==> src/rtl/icache_refill_if.sv <==
// AXI4 read-address and read-data channels used by the instruction-cache refill engine.
interface icache_refill_if;
   logic [3:0]  arid;
   logic [31:0] araddr;
   logic [7:0]  arlen;
   logic [2:0]  arsize;
   logic [1:0]  arburst;
   logic        arvalid;
   logic        arready;
   logic [31:0] rdata;
   logic [1:0]  rresp;
   logic        rlast;
   logic        rvalid;
   logic        rready;

   modport master (
      output arid, araddr, arlen, arsize, arburst, arvalid, rready,
      input  arready, rdata, rresp, rlast, rvalid
   );

   modport slave (
      input  arid, araddr, arlen, arsize, arburst, arvalid, rready,
      output arready, rdata, rresp, rlast, rvalid
   );
endinterface

==> src/rtl/icache_refill.sv <==
// Instruction-cache line refill: one 8-beat AXI INCR burst per miss, data RAM write per beat,
// critical-word forward, then a tag write and a one-cycle completion pulse.
module icache_refill #(
   parameter logic [3:0] AXI_ID = 4'd0
) (
   input  logic              clk,
   input  logic              rst,
   input  logic              tag_work,
   input  logic              miss_req,
   input  logic [31:0]       miss_addr,
   output logic              miss_ready,
   icache_refill_if.master   axi,
   output logic              data_wen,
   output logic [6:0]        data_windex,
   output logic [2:0]        data_woffset,
   output logic [31:0]       data_wdata,
   output logic [3:0]        tag_wen,
   output logic [6:0]        tag_windex,
   output logic [20:0]       tag_wdata,
   output logic              crit_valid,
   output logic [31:0]       crit_data,
   output logic              refill_done,
   output logic              refill_err
);

   typedef enum logic [2:0] {
      ST_IDLE = 3'd0,
      ST_AR   = 3'd1,
      ST_R    = 3'd2,
      ST_TAG  = 3'd3,
      ST_DONE = 3'd4
   } state_t;

   state_t      state_r;
   state_t      state_s;
   logic [31:2] addr_r;
   logic        err_r;
   logic [2:0]  beat_r;
   logic        crit_sent_r;

   logic        accept_s;
   logic        beat_s;
   logic        crit_s;
   logic        miss_ready_s;
   logic        arvalid_s;
   logic        rready_s;
   logic        tag_we_s;
   logic        done_s;
   logic        unused_s;

   function automatic logic [6:0] line_index(input logic [31:2] a);
      return a[11:5];
   endfunction

   // Next-state and per-state control decode.
   always_comb begin
      state_s      = state_r;
      accept_s     = 1'b0;
      beat_s       = 1'b0;
      crit_s       = 1'b0;
      miss_ready_s = 1'b0;
      arvalid_s    = 1'b0;
      rready_s     = 1'b0;
      tag_we_s     = 1'b0;
      done_s       = 1'b0;
      case (state_r)
         ST_IDLE: begin
            miss_ready_s = tag_work & ~rst;
            if (miss_req && miss_ready_s) begin
               accept_s = 1'b1;
               state_s  = ST_AR;
            end else begin
               state_s  = ST_IDLE;
            end
         end
         ST_AR: begin
            arvalid_s = 1'b1;
            if (axi.arready) begin
               state_s = ST_R;
            end else begin
               state_s = ST_AR;
            end
         end
         ST_R: begin
            // No beat is taken in a reset cycle, so an abandoned burst never touches the data RAM.
            rready_s = ~rst;
            beat_s   = axi.rvalid & rready_s;
            if (beat_s && (beat_r == addr_r[4:2]) && !crit_sent_r) begin
               crit_s = 1'b1;
            end else begin
               crit_s = 1'b0;
            end
            if (beat_s && axi.rlast) begin
               state_s = ST_TAG;
            end else begin
               state_s = ST_R;
            end
         end
         ST_TAG: begin
            tag_we_s = 1'b1;
            state_s  = ST_DONE;
         end
         ST_DONE: begin
            done_s  = 1'b1;
            state_s = ST_IDLE;
         end
         default: begin
            state_s = ST_IDLE;
         end
      endcase
   end

   // State, latched miss address, beat counter and sticky error.
   always_ff @(posedge clk) begin
      if (rst) begin
         state_r     <= ST_IDLE;
         addr_r      <= 30'd0;
         err_r       <= 1'b0;
         beat_r      <= 3'd0;
         crit_sent_r <= 1'b0;
      end else begin
         state_r <= state_s;
         if (accept_s) begin
            addr_r      <= miss_addr[31:2];
            err_r       <= 1'b0;
            beat_r      <= 3'd0;
            crit_sent_r <= 1'b0;
         end else if (beat_s) begin
            beat_r      <= beat_r + 3'd1;
            err_r       <= err_r | (axi.rresp != 2'b00);
            crit_sent_r <= crit_sent_r | crit_s;
         end else begin
            beat_r      <= beat_r;
            err_r       <= err_r;
            crit_sent_r <= crit_sent_r;
         end
      end
   end

   // Byte-lane bits of the fetch address play no part in a line refill.
   assign unused_s = ^miss_addr[1:0];

   assign miss_ready   = miss_ready_s;

   assign axi.arid     = AXI_ID;
   assign axi.araddr   = {addr_r[31:5], 5'b00000};
   assign axi.arlen    = 8'd7;
   assign axi.arsize   = 3'b010;
   assign axi.arburst  = 2'b01;
   assign axi.arvalid  = arvalid_s;
   assign axi.rready   = rready_s;

   assign data_wen     = beat_s;
   assign data_windex  = line_index(addr_r);
   assign data_woffset = beat_r;
   assign data_wdata   = axi.rdata;

   assign crit_valid   = crit_s;
   assign crit_data    = axi.rdata;

   // err_r already includes an error on the final beat, which lands on the edge into TAG.
   assign tag_wen      = tag_we_s ? 4'hF : 4'h0;
   assign tag_windex   = line_index(addr_r);
   assign tag_wdata    = {~err_r, addr_r[31:12]};

   assign refill_done  = done_s;
   assign refill_err   = done_s & err_r;

endmodule
==> src/flat_wrapper.sv <==
// flat-port wrapper written by rule: the top's interface ports become plain ports
module icache_refill_flat 
#(
   parameter logic [3:0] AXI_ID = 4'd0
)
  (clk, rst, tag_work, miss_req, miss_addr, miss_ready, data_wen, data_windex, data_woffset, data_wdata, tag_wen, tag_windex, tag_wdata, crit_valid, crit_data, refill_done, refill_err, axi_arid, axi_araddr, axi_arlen, axi_arsize, axi_arburst, axi_arvalid, axi_rready, axi_arready, axi_rdata, axi_rresp, axi_rlast, axi_rvalid);
  icache_refill_if axi_i ();
  input  logic clk;
  input  logic rst;
  input  logic tag_work;
  input  logic miss_req;
  input  logic [31:0] miss_addr;
  output logic miss_ready;
  output logic data_wen;
  output logic [6:0] data_windex;
  output logic [2:0] data_woffset;
  output logic [31:0] data_wdata;
  output logic [3:0] tag_wen;
  output logic [6:0] tag_windex;
  output logic [20:0] tag_wdata;
  output logic crit_valid;
  output logic [31:0] crit_data;
  output logic refill_done;
  output logic refill_err;
  output wire logic [$bits(axi_i.arid)-1:0] axi_arid;
  output wire logic [$bits(axi_i.araddr)-1:0] axi_araddr;
  output wire logic [$bits(axi_i.arlen)-1:0] axi_arlen;
  output wire logic [$bits(axi_i.arsize)-1:0] axi_arsize;
  output wire logic [$bits(axi_i.arburst)-1:0] axi_arburst;
  output wire logic [$bits(axi_i.arvalid)-1:0] axi_arvalid;
  output wire logic [$bits(axi_i.rready)-1:0] axi_rready;
  input wire logic [$bits(axi_i.arready)-1:0] axi_arready;
  input wire logic [$bits(axi_i.rdata)-1:0] axi_rdata;
  input wire logic [$bits(axi_i.rresp)-1:0] axi_rresp;
  input wire logic [$bits(axi_i.rlast)-1:0] axi_rlast;
  input wire logic [$bits(axi_i.rvalid)-1:0] axi_rvalid;
  assign axi_arid = axi_i.arid;
  assign axi_araddr = axi_i.araddr;
  assign axi_arlen = axi_i.arlen;
  assign axi_arsize = axi_i.arsize;
  assign axi_arburst = axi_i.arburst;
  assign axi_arvalid = axi_i.arvalid;
  assign axi_rready = axi_i.rready;
  assign axi_i.arready = axi_arready;
  assign axi_i.rdata = axi_rdata;
  assign axi_i.rresp = axi_rresp;
  assign axi_i.rlast = axi_rlast;
  assign axi_i.rvalid = axi_rvalid;
  icache_refill #(.AXI_ID(AXI_ID)) u_core (.clk(clk), .rst(rst), .tag_work(tag_work), .miss_req(miss_req), .miss_addr(miss_addr), .miss_ready(miss_ready), .axi(axi_i), .data_wen(data_wen), .data_windex(data_windex), .data_woffset(data_woffset), .data_wdata(data_wdata), .tag_wen(tag_wen), .tag_windex(tag_windex), .tag_wdata(tag_wdata), .crit_valid(crit_valid), .crit_data(crit_data), .refill_done(refill_done), .refill_err(refill_err));
endmodule
==> config.mk <==
export PLATFORM = sky130hd
export DESIGN_NAME = icache_refill_flat
export DESIGN_NICKNAME = d
export VERILOG_FILES = /design/src/rtl/icache_refill_if.sv /design/src/rtl/icache_refill.sv /design/src/flat_wrapper.sv
export SDC_FILE = /design/constraint.sdc
export NUM_CORES = 1
export LEC_CHECK = 0
export BUFFER_PORTS_ARGS = -buffer_cell sky130_fd_sc_hd__buf_2
export CAP_MARGIN = 10
export CORE_AREA = 3 3 90 92
export DETAILED_ROUTE_END_ITERATION = 10
export DIE_AREA = 0 0 93 95
export HOLD_SLACK_MARGIN = 0.12
export PLACE_DENSITY_LB_ADDON = 0.2
export SLEW_MARGIN = 20
export SYNTH_ARGS = -nofsm -noshare
export SYNTH_HDL_FRONTEND = slang
export SYNTH_SLANG_ARGS = --single-unit
==> constraint.sdc <==
create_clock -name clk -period 2 [get_ports clk]
set_clock_uncertainty 0.15 [all_clocks]
set_input_delay 0.5 -clock clk [delete_from_list [all_inputs] [get_ports clk]]
set_output_delay 0.5 -clock clk [all_outputs]
set_load 0.02 [all_outputs]
==> results of run 1 <==
[flip-flops by register name, indices dropped and copies added, names as in the netlist]
name                 count
u_core.addr_r           30
u_core.crit_sent_r       1
u_core.data_woffset      3
u_core.err_r             1
u_core.state_r           3
[through the flow]
| stage | cell area [µm²] | utilization, % |
|---|---|---|
| after global routing | 2500 | 34.4 |
| after floorplan | 2810 | - |
| after detailed placement | 2350 | 32.2 |
| after CTS | 2490 | 34.2 |
| final | 2500 | 34.4 |
| after global placement | 2350 | 32.2 |
[final cells by class]
type | count | share of cell area [%]
timing repair buffer | 127 | 27.0
multi-input combinational | 150 | 32.6
inverter | 2 | 0.350
clock buffer | 5 | 2.75
tap | 99 | 4.95
clock inverter | 3 | 1.60
sequential | 38 | 30.7
[final timing paths]
path | from | end | cells after the start
min | miss_addr[14] | u_core.addr_r[14]$_SDFFE_PP0P_ | 3
max reg2reg | u_core.state_r[0]$_SDFF_PP0_ | u_core.data_woffset[1]$_SDFFE_PP0P_ | 7
min reg2reg | u_core.addr_r[20]$_SDFFE_PP0P_ | u_core.addr_r[20]$_SDFFE_PP0P_ | 2
max | u_core.state_r[0]$_SDFF_PP0_ | crit_valid | 4
[layout by cell type, fill, tap and decap left out, types with 5 or more instances in the layout]
cell / netlist / layout
buf_4: 151 / 14
clkbuf_8: 0 / 5
buf_2: 3 / 112
dfxtp_1: 38 / 35
a21oi_2: 14 / 14
nand2_1: 62 / 62
a21oi_1: 17 / 17
conb_1: 2 / 22
[metal layers]
| layer | wire [µm] | vias up |
|---|---|---|
| li1 | - | 855 |
| met1 | 2220 | 738 |
| met2 | 2260 | 80 |
| met3 | 551 | 26 |
| met4 | 171 | 0 |
| met5 | 0 | - |
[power by group through the flow]
| stage | Clock [mW] | Sequential, mW | Combinational (mW) |
|---|---|---|---|
| floorplan | 0 | 0.811 | 0.454 |
| global placement | 0 | 0.813 | 0.267 |
| detailed placement | 0 | 0.814 | 0.266 |
| CTS | 0.686 | 0.795 | 0.272 |
| global route | 0.716 | 0.797 | 0.294 |
| finish | 0.646 | 0.794 | 0.270 |
[critical path: cells and delay by family (launching register included)]
family                 cells  cell delay [ns]
AND/OR/NAND/NOR            3             0.53
flip-flops                 1             0.36
buffers and inverters      1             0.18
[kinds of logic after synthesis]
group / after synthesis / synth area share, %
AOI/OAI and AO/OA: 36 / 8.96
xor gates and xnor gates: 5 / 1.62
adders and majority gates: 1 / 0.462
buffers and inverters: 164 / 45.6
DFF: 38 / 28.1
muxes: 1 / 0.370
other: 2 / 0.277
and+or+nand+nor: 85 / 14.6
[timing repair]
item                                    in CTS  in global routing
setup buffers                                2                  0
pin swaps                                    3                  0
cloned                                       0                  0
endpoints found under the setup margin       2                  4
gates resized for setup                      9                  3
==> results.cfg, run 1 <==
[setup_path]
critPathCaptureType = output pin
reg2reg_slack_ns = 0.36
criticalPathCategory = reg -> out
cp-start-kind = register
cp.arrival_ns = 1.36
critical_path.slowest_cell = dfxtp_4
path_max_fanout = 2
critPathMaxStageDelay_ns = 0.36
required_ns = 1.35
crit_chain = nor4b_4, nand2_2, nor4_4, buf_4

[job]
maxCapViolCount = 0

[grt]
grt_max_degree = 36
grt_pass1_vias = 1522
grt_pass1_wl_um = 7580
grt_util_met3_pct = 3.90
grt_usage_pct = 11.0
grt.met2_usage_pct = 16.7
overflow = 0
busiest_layer = met2
antenna_found_initial = 0
global_route.usage.met1_pct = 13.4

[detailed_routing]
drc_errors = 0
drtAntennaViolNets = 0
wl_per_cell_um = 12.3
drt_first_pass_iters = 4
dr_total_vias = 1699
routed_wl_um = 5200
vias_per_cell = 4.01
initialDrtViolationCount = 34

[yosys]
synth_cell_types = 35
synth_area_per_cell_um2 = 8.16
synth-main-ff-cell = dfxtp_1
yosys_warnings = 0
syn-cell-area_um2 = 2710
synthTopCellsByArea = buf_4, dfxtp_1, nand2_1, a21oi_2, a21oi_1
synth-edff-count = 0
syn_inst = 332
synth.most_common_cell = buf_4
yosysTopAreaCell = buf_4
yosysTopAreaCellShare_pct = 41.8
synth_common_cells = buf_4, nand2_1, dfxtp_1, a21oi_1, a21oi_2
async_reset_ff_share_pct = 0
ys_seq_area_share_pct = 28.1
synth_seq_cells = 38

[sta]
worst_slew_pin_slew_ns = 0.515
worst_slack_ns = -0.0119
tns_ns = -0.0130
fin_crit_sh_pct = 101
timing.fmax_mhz = 497
max-slew-margin-rel_pct = 65.7
rsz0062_at_grt = yes
timing.final.crit_period_ns = 2.01
hold_viol_final = 0
holdWs_ns = 0.294
report.final.slew_viol_count = 0
setup_violations = 2

[power_and_ir_drop]
p_per_area_nw_per_um2 = 683
total_power_mw = 1.71
clockPowerShare_pct = 37.8
ir_drop_uv = 374
switching_share_pct = 27.8
pwr-share-comb_pct = 15.8
power.switching_uw = 476
p_leak_nw = 1.26
pwr-share-seq_pct = 46.4
intPower_mw = 1.23

[cts]
clkLatencyLatePin_ns = 0.29
cts_hold_buf = 0
cts_inserted_buffers = 5
path_clk_slew_ns = 0.08
tritoncts = built
clockBufferDepth = 2
cts_max_level = 2
cts_root_buf = clkbuf_8
cts_sinks = 38

[floorplan]
io_pins = 235
core_area_um2 = 7290
dieArea_um2 = 8840
start_util_pct = 37.1
die_h_um = 95
die-width_um = 93
fp-row-count = 31

[run_status]
outcome = complete, but fails checks
violations = negative setup slack

[place]
gp_congestion = 0.688
dp_slack_ns = -0.0902
dp.cells = 414
dp_hpwl_um = 3920
portBuffers = 114

[cells_and_area]
drive_gt1_share_pct = 49.8
synthToLayoutAreaGrowth_pct = -7.53
antenna_cells = 0
finalNetCount = 398
multi_input_area_um2 = 817
regArea_um2 = 769
final_cells = 424
fillers = 831

[min_path]
hold_class = in -> reg
No activity file was read; power rests on OpenSTA's default activity.
==> inputs of run 2 (changes only) <==
--- a/config.mk
+++ b/config.mk
@@ -12,6 +12,7 @@
 export DIE_AREA = 0 0 93 95
 export HOLD_SLACK_MARGIN = 0.12
 export PLACE_DENSITY_LB_ADDON = 0.2
+export REMOVE_ABC_BUFFERS = 1
 export SLEW_MARGIN = 20
 export SYNTH_ARGS = -nofsm -noshare
 export SYNTH_HDL_FRONTEND = slang
==> results.cfg, run 2 (synthesis gave the netlist of run 1 again) <==
[place]
placed_area_um2 = 2330
dp_slack_ns = -0.170
gp_congestion = 0.778
dp.cells = 413
portBuffers = 114
dp_hpwl_um = 5690

[run_status]
outcome = complete, but fails checks
violations = negative setup slack

[sta]
tns_ns = -0.172
hold_viol_final = 0
rsz0062_at_grt = yes
timing.final.crit_period_ns = 2.15
report.final.slew_viol_count = 0
worst_slack_ns = -0.148
fin_crit_sh_pct = 107
setup_violations = 2
timing.fmax_mhz = 466
holdWs_ns = 0.285

[detailed_routing]
initialDrtViolationCount = 46
drtAntennaViolNets = 0
vias_per_cell = 4.30
wl_per_cell_um = 17.3
dr_total_vias = 1814
routed_wl_um = 7290
drt_first_pass_iters = 4
drc_errors = 0

[setup_path]
cp-start-kind = register
rr_startpoint = u_core.state_r[0]$_SDFF_PP0_
criticalPathCategory = reg -> out
required_ns = 1.35
critPathLaunch = u_core.state_r[0]$_SDFF_PP0_
reg2reg_depth = 7
r2r_end = u_core.data_woffset[1]$_SDFFE_PP0P_
path_max_fanout = 2
cp.arrival_ns = 1.50
setup.worst_path.end = crit_valid
critPathCaptureType = output pin
reg2reg_slack_ns = 0.36

[cts]
cts_root_buf = clkbuf_8
clockBufferDepth = 2
cts_max_level = 2
cts_inserted_buffers = 5
tritoncts = built
path_clk_slew_ns = 0.09
cts_sinks = 38
clkLatencyLatePin_ns = 0.28
cts_hold_buf = 0

[cells_and_area]
fillers = 810
drive_gt1_share_pct = 48.9
synthToLayoutAreaGrowth_pct = -9.70
final_common_cell = buf_2
final_cells = 422
top_register = u_core.addr_r
final_cell_mix = buf_2, nand2_1, dfxtp_1
regArea_um2 = 766
antenna_cells = 0
fin_util_pct = 33.5
design_area_um2 = 2450
multi_input_area_um2 = 796
finalNetCount = 396
largest_reg_flops = 30

[min_path]
hold_class = in -> reg

[power_and_ir_drop]
ir_drop_uv = 189
total_power_mw = 1.59
p_leak_nw = 1.23
p_per_area_nw_per_um2 = 650

[grt]
grt_pass1_wl_um = 10100
antenna_found_initial = 2
grt_max_degree = 36
grt_usage_pct = 15.6
overflow = 0
grt_pass1_vias = 1668

[floorplan]
start_util_pct = 37.1
fp-row-count = 31
dieArea_um2 = 8840
core_area_um2 = 7290
io_pins = 235
die_h_um = 95
die-width_um = 93

[job]
maxCapViolCount = 0
run 2: worst max-delay path: stages (launching register included):
cell	delay [ns]
dfxtp_4	0.36
nor4b_4	0.33
nand2_2	0.10
nor4_2	0.24
buf_4	0.18
run 2: worst min path at each step:
stage	slack [ns]	depth (start not counted)	to	start
6_report	0.29	3	u_core.addr_r[5]$_SDFFE_PP0P_	miss_addr[5]
5_1_grt	0.28	3	u_core.addr_r[2]$_SDFFE_PP0P_	miss_addr[2]
4_1_cts	0.27	3	u_core.addr_r[5]$_SDFFE_PP0P_	miss_addr[5]
3_5_place_dp	0.30	1	u_core.crit_sent_r$_SDFFE_PP0P_	u_core.crit_sent_r$_SDFFE_PP0P_
3_3_place_gp	0.30	2	u_core.addr_r[20]$_SDFFE_PP0P_	u_core.addr_r[20]$_SDFFE_PP0P_
2_1_floorplan	0.29	1	u_core.crit_sent_r$_SDFFE_PP0P_	u_core.crit_sent_r$_SDFFE_PP0P_
run 2: layer usage:
| metal | vias up | share of wire [%] | track usage [%] |
|---|---|---|---|
| met5 | - | 1.1 | 11.3 |
| met4 | 6 | 0.91 | 3.54 |
| met1 | 768 | 41 | 18.6 |
| met2 | 177 | 34 | 17.8 |
| met3 | 14 | 23 | 16.5 |
| li1 | 849 | - | - |
run 2: area by class of cell:
class                   instances  area share [%]
clock buffers                   5            2.81
clock inverters                 3           0.870
flip-flops and latches         38            31.3
well taps                      99            5.06
inverters                       2           0.358
multi-input cells             150            32.5
repair buffers                125            27.1
run 2: report_power, final:
part           internal, mW  switching (mW)  total, mW
Sequential            0.778          0.0175      0.795
Clock                 0.245           0.284      0.529
Combinational        0.0880           0.178      0.266
Total                  1.11           0.480       1.59
run 2: timing repair:
item	in CTS	in global routing
resized for setup	4	4
endpoints found under the hold margin	0	0
setup endpoints to repair	3	6
pin swaps	1	1
buffers inserted	1	0
